$ cat src/rtl/square_fill_if.sv
// ============================================================================
// Module      : square_fill_if
// Description : Command and pixel-write bundle for square_fill_ctrl.
// Revision    : 1.0  initial release
// ============================================================================
`default_nettype none

interface square_fill_if #(
    parameter int A  = 10,
    parameter int S  = 24,
    parameter int XW = 5,
    parameter int YW = 4
);
    logic            cmd_valid;
    logic            cmd_ready;
    logic            cmd_op;
    logic [XW-1:0]   cmd_x;
    logic [YW-1:0]   cmd_y;
    logic [XW:0]     cmd_size;
    logic [S-1:0]    cmd_color;
    logic [A-1:0]    mem_address;
    logic [S-1:0]    mem_data;
    logic            mem_wren;
    logic            busy;
    logic            done;

    modport master (
        output cmd_valid, cmd_op, cmd_x, cmd_y, cmd_size, cmd_color,
        input  cmd_ready, mem_address, mem_data, mem_wren, busy, done
    );

    modport slave (
        input  cmd_valid, cmd_op, cmd_x, cmd_y, cmd_size, cmd_color,
        output cmd_ready, mem_address, mem_data, mem_wren, busy, done
    );
endinterface

`default_nettype wire

$ cat src/rtl/square_fill_ctrl.sv
// ============================================================================
// Module      : square_fill_ctrl
// Description : Writes a clipped filled square, or clears the whole grid, into
//               a pixel memory at one registered write per clock.
// Revision    : 1.0  initial release
// ============================================================================
`default_nettype none

module square_fill_ctrl #(
    parameter int A  = 10,
    parameter int S  = 24,
    parameter int XW = 5,
    parameter int YW = 4
) (
    input  wire logic     clk,
    input  wire logic     rst_n,
    square_fill_if.slave  bus
);

    localparam int W  = 1 << XW;
    localparam int H  = 1 << YW;
    // Wide enough for x+size-1 / y+size-1 without wrapping.
    localparam int CW = ((XW > YW) ? XW : YW) + 2;

    localparam logic [1:0] c_IDLE  = 2'd0;
    localparam logic [1:0] c_FILL  = 2'd1;
    localparam logic [1:0] c_CLEAR = 2'd2;
    localparam logic [1:0] c_DONE  = 2'd3;

    logic [1:0]    r_state;
    logic [1:0]    w_state_nxt;

    logic [XW-1:0] r_col;
    logic [YW-1:0] r_row;
    logic [XW-1:0] r_x0;
    logic [XW-1:0] r_xlast;
    logic [YW-1:0] r_ylast;
    logic [S-1:0]  r_color;

    logic [A-1:0]  r_mem_address;
    logic [S-1:0]  r_mem_data;
    logic          r_mem_wren;

    logic          w_accept;
    logic          w_last;
    logic [CW-1:0] w_xsum;
    logic [CW-1:0] w_ysum;
    logic [XW-1:0] w_xclip;
    logic [YW-1:0] w_yclip;

    logic          w_wr_en;
    logic [XW-1:0] w_nxt_col;
    logic [YW-1:0] w_nxt_row;
    logic [S-1:0]  w_nxt_data;

    assign w_accept = bus.cmd_valid && (r_state == c_IDLE);
    assign w_last   = (r_col == r_xlast) && (r_row == r_ylast);

    assign w_xsum  = CW'(bus.cmd_x) + CW'(bus.cmd_size) - CW'(1);
    assign w_ysum  = CW'(bus.cmd_y) + CW'(bus.cmd_size) - CW'(1);
    assign w_xclip = (w_xsum > CW'(W - 1)) ? XW'(W - 1) : w_xsum[XW-1:0];
    assign w_yclip = (w_ysum > CW'(H - 1)) ? YW'(H - 1) : w_ysum[YW-1:0];

    // State register
    always_ff @(posedge clk or negedge rst_n) begin
        if (!rst_n) begin
            r_state <= c_IDLE;
        end else begin
            r_state <= w_state_nxt;
        end
    end

    // Next-state logic
    always_comb begin
        w_state_nxt = r_state;
        case (r_state)
            c_IDLE: begin
                if (w_accept) begin
                    if (bus.cmd_op)
                        w_state_nxt = c_CLEAR;
                    else if (bus.cmd_size == '0)
                        w_state_nxt = c_DONE;
                    else
                        w_state_nxt = c_FILL;
                end
            end
            c_FILL, c_CLEAR: begin
                if (w_last)
                    w_state_nxt = c_DONE;
            end
            c_DONE:  w_state_nxt = c_IDLE;
            default: w_state_nxt = c_IDLE;
        endcase
    end

    // Output logic: the write to be registered on the coming edge
    always_comb begin
        w_wr_en    = 1'b0;
        w_nxt_col  = r_col;
        w_nxt_row  = r_row;
        w_nxt_data = r_color;
        case (r_state)
            c_IDLE: begin
                if (w_accept && (bus.cmd_op || (bus.cmd_size != '0))) begin
                    w_wr_en    = 1'b1;
                    w_nxt_col  = bus.cmd_op ? '0 : bus.cmd_x;
                    w_nxt_row  = bus.cmd_op ? '0 : bus.cmd_y;
                    w_nxt_data = bus.cmd_color;
                end
            end
            c_FILL, c_CLEAR: begin
                if (!w_last) begin
                    w_wr_en = 1'b1;
                    if (r_col == r_xlast) begin
                        w_nxt_col = r_x0;
                        w_nxt_row = r_row + YW'(1);
                    end else begin
                        w_nxt_col = r_col + XW'(1);
                    end
                end
            end
            default: ;
        endcase
    end

    // Command latch, scan position and registered memory port
    always_ff @(posedge clk or negedge rst_n) begin
        if (!rst_n) begin
            r_col         <= '0;
            r_row         <= '0;
            r_x0          <= '0;
            r_xlast       <= '0;
            r_ylast       <= '0;
            r_color       <= '0;
            r_mem_address <= '0;
            r_mem_data    <= '0;
            r_mem_wren    <= 1'b0;
        end else begin
            if (w_accept) begin
                r_x0    <= bus.cmd_op ? '0            : bus.cmd_x;
                r_xlast <= bus.cmd_op ? XW'(W - 1)    : w_xclip;
                r_ylast <= bus.cmd_op ? YW'(H - 1)    : w_yclip;
                r_color <= bus.cmd_color;
            end
            r_mem_wren <= w_wr_en;
            if (w_wr_en) begin
                r_col         <= w_nxt_col;
                r_row         <= w_nxt_row;
                r_mem_address <= A'({w_nxt_row, w_nxt_col});
                r_mem_data    <= w_nxt_data;
            end
        end
    end

    assign bus.cmd_ready   = (r_state == c_IDLE);
    assign bus.busy        = (r_state != c_IDLE);
    assign bus.done        = (r_state == c_DONE);
    assign bus.mem_address = r_mem_address;
    assign bus.mem_data    = r_mem_data;
    assign bus.mem_wren    = r_mem_wren;

endmodule

`default_nettype wire

$ cat src/flat_wrapper.sv
// flat-port wrapper written by rule: the top's interface ports become plain ports
module square_fill_ctrl_flat 
#(
    parameter int A  = 10,
    parameter int S  = 24,
    parameter int XW = 5,
    parameter int YW = 4
)
  (clk, rst_n, bus_cmd_valid, bus_cmd_op, bus_cmd_x, bus_cmd_y, bus_cmd_size, bus_cmd_color, bus_cmd_ready, bus_mem_address, bus_mem_data, bus_mem_wren, bus_busy, bus_done);
  square_fill_if #(.A(A), .S(S), .XW(XW), .YW(YW)) bus_i ();
  input  wire logic clk;
  input  wire logic rst_n;
  input wire logic [$bits(bus_i.cmd_valid)-1:0] bus_cmd_valid;
  input wire logic [$bits(bus_i.cmd_op)-1:0] bus_cmd_op;
  input wire logic [$bits(bus_i.cmd_x)-1:0] bus_cmd_x;
  input wire logic [$bits(bus_i.cmd_y)-1:0] bus_cmd_y;
  input wire logic [$bits(bus_i.cmd_size)-1:0] bus_cmd_size;
  input wire logic [$bits(bus_i.cmd_color)-1:0] bus_cmd_color;
  output wire logic [$bits(bus_i.cmd_ready)-1:0] bus_cmd_ready;
  output wire logic [$bits(bus_i.mem_address)-1:0] bus_mem_address;
  output wire logic [$bits(bus_i.mem_data)-1:0] bus_mem_data;
  output wire logic [$bits(bus_i.mem_wren)-1:0] bus_mem_wren;
  output wire logic [$bits(bus_i.busy)-1:0] bus_busy;
  output wire logic [$bits(bus_i.done)-1:0] bus_done;
  assign bus_i.cmd_valid = bus_cmd_valid;
  assign bus_i.cmd_op = bus_cmd_op;
  assign bus_i.cmd_x = bus_cmd_x;
  assign bus_i.cmd_y = bus_cmd_y;
  assign bus_i.cmd_size = bus_cmd_size;
  assign bus_i.cmd_color = bus_cmd_color;
  assign bus_cmd_ready = bus_i.cmd_ready;
  assign bus_mem_address = bus_i.mem_address;
  assign bus_mem_data = bus_i.mem_data;
  assign bus_mem_wren = bus_i.mem_wren;
  assign bus_busy = bus_i.busy;
  assign bus_done = bus_i.done;
  square_fill_ctrl #(.A(A), .S(S), .XW(XW), .YW(YW)) u_core (.clk(clk), .rst_n(rst_n), .bus(bus_i));
endmodule
$ cat config.mk
export PLATFORM = sky130hd
export DESIGN_NAME = square_fill_ctrl_flat
export DESIGN_NICKNAME = d
export VERILOG_FILES = /design/src/rtl/square_fill_if.sv /design/src/rtl/square_fill_ctrl.sv /design/src/flat_wrapper.sv
export SDC_FILE = /design/constraint.sdc
export NUM_CORES = 1
export LEC_CHECK = 0
export CORE_MARGIN = 2
export CORE_UTILIZATION = 25
export CTS_BUF_LIST = sky130_fd_sc_hd__clkbuf_8
export CTS_CLUSTER_DIAMETER = 120
export DETAILED_ROUTE_END_ITERATION = 12
export GPL_ROUTABILITY_DRIVEN = 0
export PLACE_DENSITY = 0.51
export SKIP_LAST_GASP = 1
export SYNTH_ARGS = -nofsm -noshare
export SYNTH_HDL_FRONTEND = slang
export SYNTH_SLANG_ARGS = --single-unit
$ cat constraint.sdc
create_clock -name clk -period 2.1 [get_ports clk]
set_input_delay 0.42 -clock clk [delete_from_list [all_inputs] [get_ports clk]]
set_output_delay 0.42 -clock clk [all_outputs]
set_load 0.005 [all_outputs]
==> metrics.md <==
| Metric | Value |
|---|---|
| Outcome | finished, final reports clean |
| CTS clk-pin slew, worst paths | 90 ps |
| Mapped Area | 4160 µm² |
| Pwr/cell area | 1380 nW/µm² |
| Register area share after synthesis | 0.446 |
| # rows | 47 |
| Setup_tns | 0 ps |
| Core area | 16400 µm² |
| Die W | 133 µm |
| Library cells used by synthesis | 56 |
| Vias per Instance | 4.44 |
| Diode count | 0 |
| Final period util | 0.991 |
| Synth Flop Type | dfrtp_1 |
| Post-Synthesis Cells | 489 |
| Met3 Use GR | 0.0241 |
| Sequential power share | 0.292 |
| Vias in the first global route | 3781 |
| Setup-failing EPs final | 0 |
| Mapped Avg Cell Area | 8.50 µm² |
| Period minus WS final | 2080 ps |
| Crit-path max FO | 3 |
| Slowest CP cell | or4b_4 |
| I/O pin count | 81 |
| Drt first-iter violations | 150 |
| Stages on the worst setup path | 12 |
| Psw | 3.33 mW |
| Placement Setup Slack | -750 ps |
| PnR worst setup slack | 18.7 ps |
| Slew HR | 0.653 |
| TritonCTS buffer count | 9 |
| Max_cap viols | 0 |
| Post-CTS Hold Fix Bufs | 0 |
| Initial antenna violation count | 0 |
| Clock network power share | 0.153 |
| Longest Clk Path Bufs | 2 |
| Total number of vias | 3824 |
| Commonest cells after routing, fill and taps aside | nand2_1 (138), dfrtp_1 (74), buf_4 (72) |
| CP bufs+invs | 4 |
| RSZ-0062 raised after global routing | yes |
| VDD IR-drop max | 0.000438 V |
| Nets | 705 |
| DRT Pass-1 Iters | 6 |
| Area growth syn-to-layout | 51.5% |
| Grt met1 use | 0.184 |
| FF-to-FF path depth | 7 |
| Max incr delay on CP | 520 ps |
| Antenna Nets Post-Route | 0 |
| Synth async-reset ratio | 1.00 |
| Yosys warns | 0 |
| Reg-to-reg setup timing slack | 90 ps |
| Tightest Pin Transition | 521 ps |
| All-Layer GR Usage | 0.138 |
| Final WL | 11900 µm |
| Final Hold Fails | 0 |
| Min-Delay Path Class | input port to asynchronous set/reset pin |
| Gr ovfl total | 0 |
| CP arrival | 2340 ps |
| CP Launch Type | input port |
| Routing usage on met2 | 0.223 |
| Fmax | 480 MHz |
| Initial Utilization | 0.253 |
| DR WL/cell | 13.8 µm |
| CTS H-Tree Depth | 3 |
| CP Cell Sequence | buf_2 -> buf_6 -> inv_12 -> ha_4 -> inv_2 -> ha_1 -> a21o_1 -> a21oi_2 -> or4b_4 -> o2111ai_4 -> nand3_2 -> o22a_1 |
| Clk Latency, worst-skew pair | 360 ps |
| CTS tree | yes |
| Largest net degree at the start of global routing | 39 |
| Post-synth EDFFs | 0 |
| Critical Path End Type | register |
| Leading cell type in the layout, fill and taps excluded | nand2_1 |
| Final Skew | 11.8 ps |
| IO buf count | 79 |
| Crit path max-delay family | simple AND/OR/NAND/NOR gates |
| Root Buffer | clkbuf_8 |
| Leakage power | 2.81 nW |
| DIE HEIGHT | 133 µm |
| Top Usage Layer GRT | met2 |
| Net Sw Frac | 0.384 |
| Die area | 17700 µm² |
| Number of clock sinks | 74 |
| Power share of the combinational group | 0.555 |
| Critical path class | input port to register |
| DRC Markers | 0 |
| FF+latch count, synth | 74 |
| Hpwl dp | 8920 µm |
| Worst Path Required | 2350 ps |
| Final slew viol count | 0 |
| Area after DPL | 5720 µm² |
| Pint | 5.35 mW |
| First-pass GRT wire length | 19300 µm |
| Layout cells sized above 1 | 0.253 |
| Syn nets | 558 |
| Pwr Total | 8.68 mW |
| Final instance area | 6290 µm² |
[cell type report]
cell class                      count  area (µm²)
Clock buffer                       10         138
Clock inverter                      6        97.6
Fill cell                        1641       10100
Inverter                           48         198
Multi-Input combinational cell    346        2340
Sequential cell                    74        1850
Tap cell                          220         275
Timing Repair Buffer              157        1400
[synth_stat cells, types with 2 or more instances]
master,number,area (µm²)
a211oi_1,2,15.0
a21o_1,5,37.5
a21oi_1,10,50.1
a221o_1,4,40.0
a31oi_1,29,181
a32oi_1,2,17.5
a41oi_1,2,17.5
and2_1,2,12.5
buf_2,5,25.0
clkbuf_1,14,52.6
dfrtp_1,74,1850
fa_1,2,40.0
ha_1,24,300
inv_1,48,180
mux2i_1,3,30.0
nand2_1,138,518
nand2b_1,2,12.5
nand3_1,6,30.0
nor2_1,40,150
nor3_1,6,30.0
nor4_1,3,18.8
o21ai_0,9,45.0
o22a_1,3,26.3
o22ai_1,3,18.8
o31ai_1,7,52.6
o32a_1,2,20.0
xnor2_1,14,123
xor2_1,2,17.5
[power by group through the flow]
stage | logic (mW) | clock network (mW) | registers, mW
finish | 4.82 | 1.33 | 2.54
global route | 5.34 | 1.42 | 2.63
CTS | 4.48 | 1.37 | 2.53
detailed placement | 4.36 | 0 | 2.56
global placement | 4.29 | 0 | 2.54
floorplan | 2.40 | 0 | 2.57
[cell families (layout without fill, tap and decap cells)]
group / count (synthesis) / count (layout) / synth area share
xor gates and xnor gates: 16 / 16 / 0.0337
DFF: 74 / 74 / 0.446
buffers and inverters: 69 / 221 / 0.0647
adders and majority gates: 26 / 26 / 0.0819
AOI/OAI and AO/OA: 92 / 92 / 0.155
muxes: 4 / 4 / 0.00994
other: 1 / 1 / 0.000902
and+or+nand+nor: 207 / 207 / 0.208
[timing repair]
| action | 4_1_cts | 5_1_grt |
|---|---|---|
| buffers inserted | 2 | 8 |
| resized for setup | 49 | 33 |
| endpoints found under the setup margin | 45 | 39 |
| pin swaps | 22 | 13 |
| gates cloned | 0 | 1 |
[through the flow]
step                hold slack, ps  cells   util
floorplan                      124    489      -
global placement               427    834  0.349
detailed placement             432    834  0.349
CTS                           30.3    852  0.369
global route                  51.4    861  0.384
finish                        19.4    861  0.384
[metal layers]
metal | vias up | share of wire | wire length [µm]
li1 | 1937 | - | -
met1 | 1799 | 0.46 | 5470
met2 | 72 | 0.48 | 5740
met3 | 16 | 0.038 | 449
met4 | 0 | 0.019 | 228
met5 | - | 0 | 0
[path summary, 6_finish.rpt]
kind                                   startpoint                 to
min in group clk                     bus_cmd_x[2]     u_core.r_x0[2]
worst min register to register  u_core.r_color[6]  u_core.r_color[6]
max in group asynchronous                   rst_n  u_core.r_color[6]
worst min-delay path                        rst_n  u_core.r_xlast[4]
worst max-delay path              bus_cmd_size[2]  u_core.r_xlast[4]
worst max register to register  u_core.r_ylast[1]           register
(Power assumes the default switching activity.)
